--- src/rtl/mtx_hop_seq.sv ---
// mtx_hop_seq: frequency-hop sequencer feeding mtx_sig_tag_chip.
// A 16-bit Fibonacci LFSR picks each next channel. The new channel is
// presented one edge before the tag chip reloads its phase increment.
module mtx_hop_seq #(
  parameter int                     PHASE_WIDTH = 24,
  parameter int                     NSIG        = 32768,
  parameter int                     NSYMB       = 9,
  parameter int                     CNT_WIDTH   = 20,
  parameter int                     CH_BITS     = 4,
  parameter logic [PHASE_WIDTH-1:0] BASE_PH_INC = 24'h100000,
  parameter logic [PHASE_WIDTH-1:0] CH_SPACING  = 24'h010000,
  parameter logic [15:0]            LFSR_SEED   = 16'hACE1
) (
  input  logic                   clk,
  input  logic                   aresetn,
  input  logic                   run,
  input  logic                   seed_load,
  input  logic [15:0]            seed,
  output logic                   srst,
  output logic [PHASE_WIDTH-1:0] hop_phase_inc,
  output logic                   phase_tvalid,
  output logic                   phase_tlast,
  input  logic                   phase_tready,
  output logic [CH_BITS-1:0]     hop_idx,
  output logic [15:0]            hop_count,
  output logic                   underrun
);

  localparam int DWELL = NSIG * NSYMB;
  localparam logic [CNT_WIDTH-1:0] DWELL_C    = CNT_WIDTH'(DWELL);
  localparam logic [CNT_WIDTH-1:0] DWELL_M1_C = CNT_WIDTH'(DWELL - 1);

  // PREP needs up to 4 cycles and must finish well before the next reload;
  // the dwell counter must also be able to hold the full dwell length.
  generate
    if ((DWELL < 8) || (DWELL > (2 ** CNT_WIDTH) - 1)) begin : g_bad_dwell
      $error("mtx_hop_seq: DWELL must be >= 8 and fit in CNT_WIDTH bits");
    end
  endgenerate

  typedef enum logic [1:0] {S_IDLE, S_SYNC, S_RUN} state_t;

  state_t               state_q, state_d;
  logic [15:0]          lfsr_q, lfsr_d;
  logic [CH_BITS-1:0]   cur_idx_q, cur_idx_d;
  logic [CH_BITS-1:0]   next_idx_q, next_idx_d;
  logic [CNT_WIDTH-1:0] cnt_q, cnt_d;
  logic [15:0]          hop_count_q, hop_count_d;
  logic                 underrun_q, underrun_d;
  logic                 prep_busy_q, prep_busy_d;
  logic [1:0]           prep_rej_q, prep_rej_d;
  logic                 prep_start;
  logic [15:0]          lfsr_stepped;
  logic [CH_BITS-1:0]   cand;

  function automatic logic [15:0] lfsr_step(input logic [15:0] l);
    return {l[14:0], l[15] ^ l[13] ^ l[12] ^ l[10]};
  endfunction

  // State register with asynchronous active-low reset
  always_ff @(posedge clk or negedge aresetn) begin
    if (!aresetn) begin
      state_q     <= S_IDLE;
      lfsr_q      <= LFSR_SEED;
      cur_idx_q   <= '0;
      next_idx_q  <= '0;
      cnt_q       <= '0;
      hop_count_q <= '0;
      underrun_q  <= 1'b0;
      prep_busy_q <= 1'b0;
      prep_rej_q  <= '0;
    end else begin
      state_q     <= state_d;
      lfsr_q      <= lfsr_d;
      cur_idx_q   <= cur_idx_d;
      next_idx_q  <= next_idx_d;
      cnt_q       <= cnt_d;
      hop_count_q <= hop_count_d;
      underrun_q  <= underrun_d;
      prep_busy_q <= prep_busy_d;
      prep_rej_q  <= prep_rej_d;
    end
  end

  // Next-state logic: main FSM, dwell counter and PREP channel search
  always_comb begin
    state_d      = state_q;
    lfsr_d       = lfsr_q;
    cur_idx_d    = cur_idx_q;
    next_idx_d   = next_idx_q;
    cnt_d        = cnt_q;
    hop_count_d  = hop_count_q;
    underrun_d   = underrun_q;
    prep_busy_d  = prep_busy_q;
    prep_rej_d   = prep_rej_q;
    prep_start   = 1'b0;
    lfsr_stepped = lfsr_step(lfsr_q);
    cand         = lfsr_stepped[CH_BITS-1:0];

    case (state_q)
      S_IDLE: begin
        if (seed_load) begin
          // An all-zero seed would lock the LFSR, so substitute 1
          lfsr_d = (seed == 16'h0000) ? 16'h0001 : seed;
        end else if (run) begin
          state_d   = S_SYNC;
          cur_idx_d = lfsr_q[CH_BITS-1:0];
          lfsr_d    = lfsr_stepped;
        end
      end
      S_SYNC: begin
        cnt_d      = CNT_WIDTH'(1);
        state_d    = S_RUN;
        prep_start = 1'b1;
      end
      S_RUN: begin
        // The tag chip consumes every clock, so a stall is only flagged
        if (!phase_tready) underrun_d = 1'b1;
        // Switch channel one edge ahead of the tag chip's reload edge
        if (cnt_q == DWELL_M1_C) cur_idx_d = next_idx_q;
        if (cnt_q == DWELL_C) begin
          hop_count_d = hop_count_q + 16'd1;
          if (run) begin
            cnt_d      = CNT_WIDTH'(1);
            prep_start = 1'b1;
          end else begin
            cnt_d   = '0;
            state_d = S_IDLE;
          end
        end else begin
          cnt_d = cnt_q + CNT_WIDTH'(1);
        end
      end
      default: state_d = S_IDLE;
    endcase

    // PREP only runs in the first cycles of a dwell, never in IDLE, so it
    // never competes with the IDLE-side LFSR updates above.
    if (prep_busy_q) begin
      lfsr_d = lfsr_stepped;
      if (cand != cur_idx_q) begin
        next_idx_d  = cand;
        prep_busy_d = 1'b0;
      end else if (prep_rej_q == 2'd3) begin
        next_idx_d  = cur_idx_q + CH_BITS'(1);
        prep_busy_d = 1'b0;
      end else begin
        prep_rej_d = prep_rej_q + 2'd1;
      end
    end
    if (prep_start) begin
      prep_busy_d = 1'b1;
      prep_rej_d  = '0;
    end
  end

  assign srst          = (state_q == S_SYNC);
  assign phase_tvalid  = (state_q == S_RUN);
  assign phase_tlast   = (state_q == S_RUN) && (cnt_q == DWELL_C);
  assign hop_idx       = cur_idx_q;
  assign hop_phase_inc = BASE_PH_INC + PHASE_WIDTH'(cur_idx_q) * CH_SPACING;
  assign hop_count     = hop_count_q;
  assign underrun      = underrun_q;

endmodule

--- config.mk ---
export PLATFORM = sky130hd
export DESIGN_NAME = mtx_hop_seq
export DESIGN_NICKNAME = d
export VERILOG_FILES = /design/src/rtl/mtx_hop_seq.sv
export SDC_FILE = /design/constraint.sdc
export NUM_CORES = 1
export LEC_CHECK = 0
export CAP_MARGIN = 20
export CORE_ASPECT_RATIO = 0.6
export CORE_MARGIN = 8
export CORE_UTILIZATION = 53
export DETAILED_ROUTE_END_ITERATION = 7
export GPL_TIMING_DRIVEN = 0
export MAX_ROUTING_LAYER = met4
export PLACE_DENSITY_LB_ADDON = 0.05
export RECOVER_POWER = 50
export SYNTH_ARGS = -nofsm -noshare
export SYNTH_HDL_FRONTEND = slang
export SYNTH_SLANG_ARGS = --single-unit
--- constraint.sdc ---
create_clock -name clk -period 2.2 [get_ports clk]
set_clock_uncertainty 0.05 [all_clocks]
set_input_delay 0.22 -clock clk [delete_from_list [all_inputs] [get_ports clk]]
set_output_delay 0.22 -clock clk [all_outputs]
set_load 0.005 [all_outputs]
* Word-level counts from Yosys, hierarchy flattened *
Index checks and enable logic that the tools add are counted.
Widths: inputs -> output; s select.

cells by class
  equal/unequal tests = 13
  muxes and demuxes = 30
  bitwise gates (word level) = 4
  reduce and logical (&&, ||, !) cells = 16
  add/sub/neg operators = 5

operator list
  operator                count
  $mux 16                 5
  $eq 20x19->1 const B    2
  $pmux 20 s2             1
  $add 21x20->22 const A  1
  $add 20x1->20 const B   1
  $mux 20                 1
  $mux 4                  5
  $add 16x1->16 const B   1
  $logic_not 16->1        1
  $mux 2                  8
  $ne 2x2->1 const B      5
  $reduce_bool 2->1       5
  $pmux 4 s2              1
  $reduce_and 2->1        4
  $reduce_and 4->1        2
  $mux 1                  7
  $pmux 2 s3              1
  $add 4x1->4 const B     1
  $eq 2x2->1 const B      2
  $ne 2x1->1 const B      2
  $ne 4x4->1              1
  $reduce_and 3->1        1
  $reduce_bool 3->1       1
  $xor 1x1->1             3
  6 further kinds         6

word-level totals
  register bits = 66
  output and inout bits = 48
  word-level logic and storage cells = 77

* Logic depth before layout (Yosys ltp) *
  word-level depth = 7
  mapped depth = 8

* Worst setup path after synthesis *
OpenSTA, ideal clock, no wires.

  path type = register to register
  start point = register cnt_q[0]
  end point = register cnt_q[18]
  cell stages (with the launch flop) = 9
  arrival = 1,680 ps
  buffers on the path = 1
  library setup time = 121 ps
  period minus slack after synthesis = 1,851 ps
  setup slack = 349 ps
  path through = dfrtp_1 > inv_1 > ha_1 > nor3b_1 > nand3_1 > o211a_1 > buf_2 > and3b_1 > o22a_1

between the ends
  cells in the longest elaborated chain, start to end = 3
  elaborated cells between the ends (all ways) = 4
  those cells by class = add/sub: 1; eq/ne: 1; mux: 2

ends and longest elaborated chain
  element                                        line      RTL
  from (decl)                                    47        logic [CNT_WIDTH-1:0] cnt_q, cnt_d;
  from (signal assigned)                         77        cnt_q <= cnt_d;
  $add 20x1->20 or $eq 20x19->1 (tied branches)  131, 121
  $mux 20 (*)                                    121       if (cnt_q == DWELL_C) begin
  $pmux 20 s2 (*)                                100       case (state_q)

Mark *: on every way between the ends. The rest lies on a longest branch, timed or not.
A chain may end at the register's enable or synchronous reset.

* Worst setup path in the final report *
  start point = register state_q[1]
  end point = register cnt_q[15]

between the ends
  cells in the longest elaborated chain, start to end = 2
  elaborated cells between the ends (all ways) = 4
  those cells by class = eq/ne: 2; mux: 1; reduce/logical: 1

ends and longest elaborated chain
  element                                           line  RTL
  from (decl)                                       43    state_t state_q, state_d;
  from (signal assigned)                            73    state_q <= state_d;
  $eq 2x2->1 or $eq 2x1->1 (tied branches)          100
  $pmux 20 s2 or $reduce_bool 2->1 (tied branches)  -

Several ways; a longest one is shown, not always the timed one.

==> flow_summary.json <==
{
  "clk_pin_slew_ns": 0.06,
  "clockPowerShare_pct": 26.1,
  "grt_max_degree": 67,
  "r2r_end": "cnt_q[15]$_DFFE_PN0P_",
  "slowest_delay_ns": 0.36,
  "rsz0062_at_grt": "no",
  "crit_chain": "inv_1 -> ha_1 -> and4_1 -> and4_1 -> nand3_1 -> or3_1 -> nand3_1",
  "drv_cap": 0,
  "cp-end-kind": "register",
  "required_ns": 2.41,
  "synth_warnings": 0,
  "fin_nets": 507,
  "crit_type": "register to register",
  "p_comb_share_pct": 39.0,
  "core_area_um2": 7180,
  "route.detailed.drc": 0,
  "path_max_fanout": 4,
  "n_antenna_cell": 0,
  "rr_startpoint": "state_q[1]$_DFFE_PN0P_",
  "clk_path_buf_depth": 2,
  "min_period_ns": 2.08,
  "synth_area_per_cell_um2": 9.80,
  "ff2ff_path_depth": 7,
  "hold_viol": 0,
  "die-area_um2": 10400,
  "synth_cell_types": 57,
  "syn_to_final_growth_pct": 27.3,
  "die_w_um": 126,
  "hold_ws_ns": 0.400,
  "initial_core_util_pct": 54.1,
  "pin_count": 69,
  "fin_tns_setup_ns": 0,
  "grt_pass1_wl_mm": 15.3,
  "drtAntennaViolNets": 0,
  "yosys_register_bits": 66,
  "cts_tree": "yes",
  "swShare_pct": 36.2,
  "gp_congestion": 0.857,
  "min_period_over_period_pct": 94.3,
  "arrival_ns": 2.29,
  "max_freq_ghz": 0.482,
  "instances_no_fill": 574,
  "wl_mm": 9.32,
  "finalInstanceArea_um2": 4940,
  "tightest_slew_ns": 0.828,
  "layout_commonest_cell": "dfrtp_1",
  "syn_inst": 396,
  "cts.sinks": 66,
  "wl_per_cell_um": 16.2,
  "synth_edf_count": 0,
  "pwr-share-seq_pct": 34.9,
  "cts_root_buffer": "clkbuf_16",
  "netlist_area_um2": 3880,
  "yosysSeqAreaShare_pct": 42.8,
  "firstDrtPassIters": 5,
  "fp-row-count": 24,
  "drt-vias-per-instance": 5.64,
  "vias": 3238,
  "synthArstFlopShare_pct": 100,
  "mostFrequentLayoutCells": "dfrtp_1 (54), nand2_1 (34), clkdlybuf4s50_1 (34)",
  "intPower_uw": 3310,
  "ys.flop_type": "dfrtp_1",
  "port_buffers": 48,
  "maxSlewHeadroom_pct": 44.8,
  "gr-usage-all-layers_pct": 19.0,
  "die_h_um": 82.3,
  "crit_path_top_delay_cell": "dfrtp_1",
  "worstHoldPathType": "register to register",
  "reg2reg_slack_ns": 0.12,
  "cts_htree_levels": 3,
  "cts_buffers": 9,
  "dp.cells": 553,
  "hpwl_mm": 6.88,
  "drive_gt1_share_pct": 19.0,
  "worstSetupStartpointType": "register",
  "crit_start": "state_q[1]$_DFFE_PN0P_",
  "slew_viol_final": 0,
  "drt-initial-drc-count": 254,
  "max-vdd-ir-drop_mv": 0.789,
  "grt_pass1_vias": 3060,
  "clock_latency_ns": 0.33,
  "antenna_found_initial": 0,
  "p_leak_uw": 0.00222,
  "crit_end": "cnt_q[15]$_DFFE_PN0P_",
  "power.density_nw_per_um2": 1050,
  "grt_overflow": 0,
  "status": "completed",
  "switching_power_uw": 1880,
  "finalSetupViolCount": 0,
  "place_area_um2": 4540
}
-- metal layers --
layer | global-route usage (%) | wire length, µm | up-vias
li1 | - | - | 1549
met1 | 26.2 | 4610 | 1569
met2 | 26.4 | 3920 | 112
met3 | 5.71 | 710 | 8
met4 | 5.36 | 80 | 0
met5 | - | 0 | -
-- worst min-delay path by stage --
stage	startpoint	to	cells after the start
floorplan	aresetn	cnt_q[0]$_DFFE_PN0P_	0
global placement	underrun$_DFFE_PN0P_	underrun$_DFFE_PN0P_	1
detailed placement	aresetn	cnt_q[5]$_DFFE_PN0P_	1
CTS	underrun$_DFFE_PN0P_	underrun$_DFFE_PN0P_	1
global route	underrun$_DFFE_PN0P_	underrun$_DFFE_PN0P_	1
finish	underrun$_DFFE_PN0P_	underrun$_DFFE_PN0P_	1
-- flip-flops by register name (all words and copies together), names as in the netlist --
signal and cells:
cnt_q 20, hop_count 16, lfsr_q 16, hop_idx 4, next_idx_q 4, prep_rej_q 2, state_q 2, prep_busy_q 1
underrun 1
-- cells by family (layout without fill, tap and decap cells) --
group                    after synthesis  count (layout)  share of synthesized area, %
flip-flops                            66              66                          42.8
multiplexers                          15              15                          3.90
AND/OR/NAND/NOR                      139             139                          21.4
buffers and inverters                 54             123                          8.29
AO/OA/AOI/OAI                         81              81                          13.3
XOR/XNOR                              31              31                          7.55
adder cells (fa/ha/maj)                8               8                          2.58
other                                  2              20                         0.194
-- worst max-delay path, delay by kind of cell, from the launching register on --
kind / cells / cell delay, ns
buffers and inverters: 1 / 0.08
and+or+nand+nor: 5 / 1.17
DFF: 1 / 0.36
adders and majority gates: 1 / 0.34
-- cell usage after synthesis (3+ instances only) --
cell type   n  area (µm²)
buf_4      24         180
nor3_2      4        40.0
nand2b_1    8        50.1
nor2_1     16        60.1
a22oi_1     6        45.0
buf_6       3        33.8
o21ai_0    23         115
dfrtp_1    58        1450
a41oi_1     4        35.0
buf_2       5        25.0
a21oi_1    11        55.1
ha_1        8         100
mux2i_1    14         140
and3_1      8        50.1
nand2_1    34         128
and4_1      4        35.0
dfstp_2     8         210
clkbuf_1    7        26.3
nor2b_1     3        18.8
nand3_1    22         110
xor2_1     18         158
inv_1      15        56.3
xnor2_1    11        96.3
a31oi_1    14        87.6
nor4_2      6        75.1
nand4_1     3        18.8
or3_1       4        25.0
and2_1      4        25.0
nor3_1      4        20.0
o21ai_1     4        20.0
nor4_1      8        50.1
-- power groups by stage --
stage          clock, µW  sequential, µW  combinational, µW
2_1_floorplan          0            1750               1370
3_3_place_gp           0            1810               1910
3_5_place_dp           0            1820               1990
4_1_cts             1390            1810               2010
5_1_grt             1440            1850               2250
6_report            1360            1810               2020
-- stage by stage --
step	setup slack, ns	total power, µW	util (%)
finish	0.125	5190	68.8
global route	0.0122	5540	68.8
CTS	0.0105	5210	68.5
detailed placement	-0.134	3810	63.2
global placement	-1.36	3730	63.3
floorplan	0.349	3120	-
-- cell type report --
cell class                 count  area, µm²
fill                         583       2240
multi-input combinational    294       2020
sequential                    66       1670
timing repair buffer          53        517
buffer                        39        275
clock buffer                  12        267
tap                           91        114
inverter                      15       56.3
clock inverter                 4       25.0
-- what timing repair did --
action,in CTS,in global routing
pin swaps,3,0
hold buffers,1,0
hold endpoints to repair,58,0
setup endpoints to repair,9,16
buffers inserted,4,0
gates resized for setup,15,4
No activity file was read; power rests on OpenSTA's default activity.
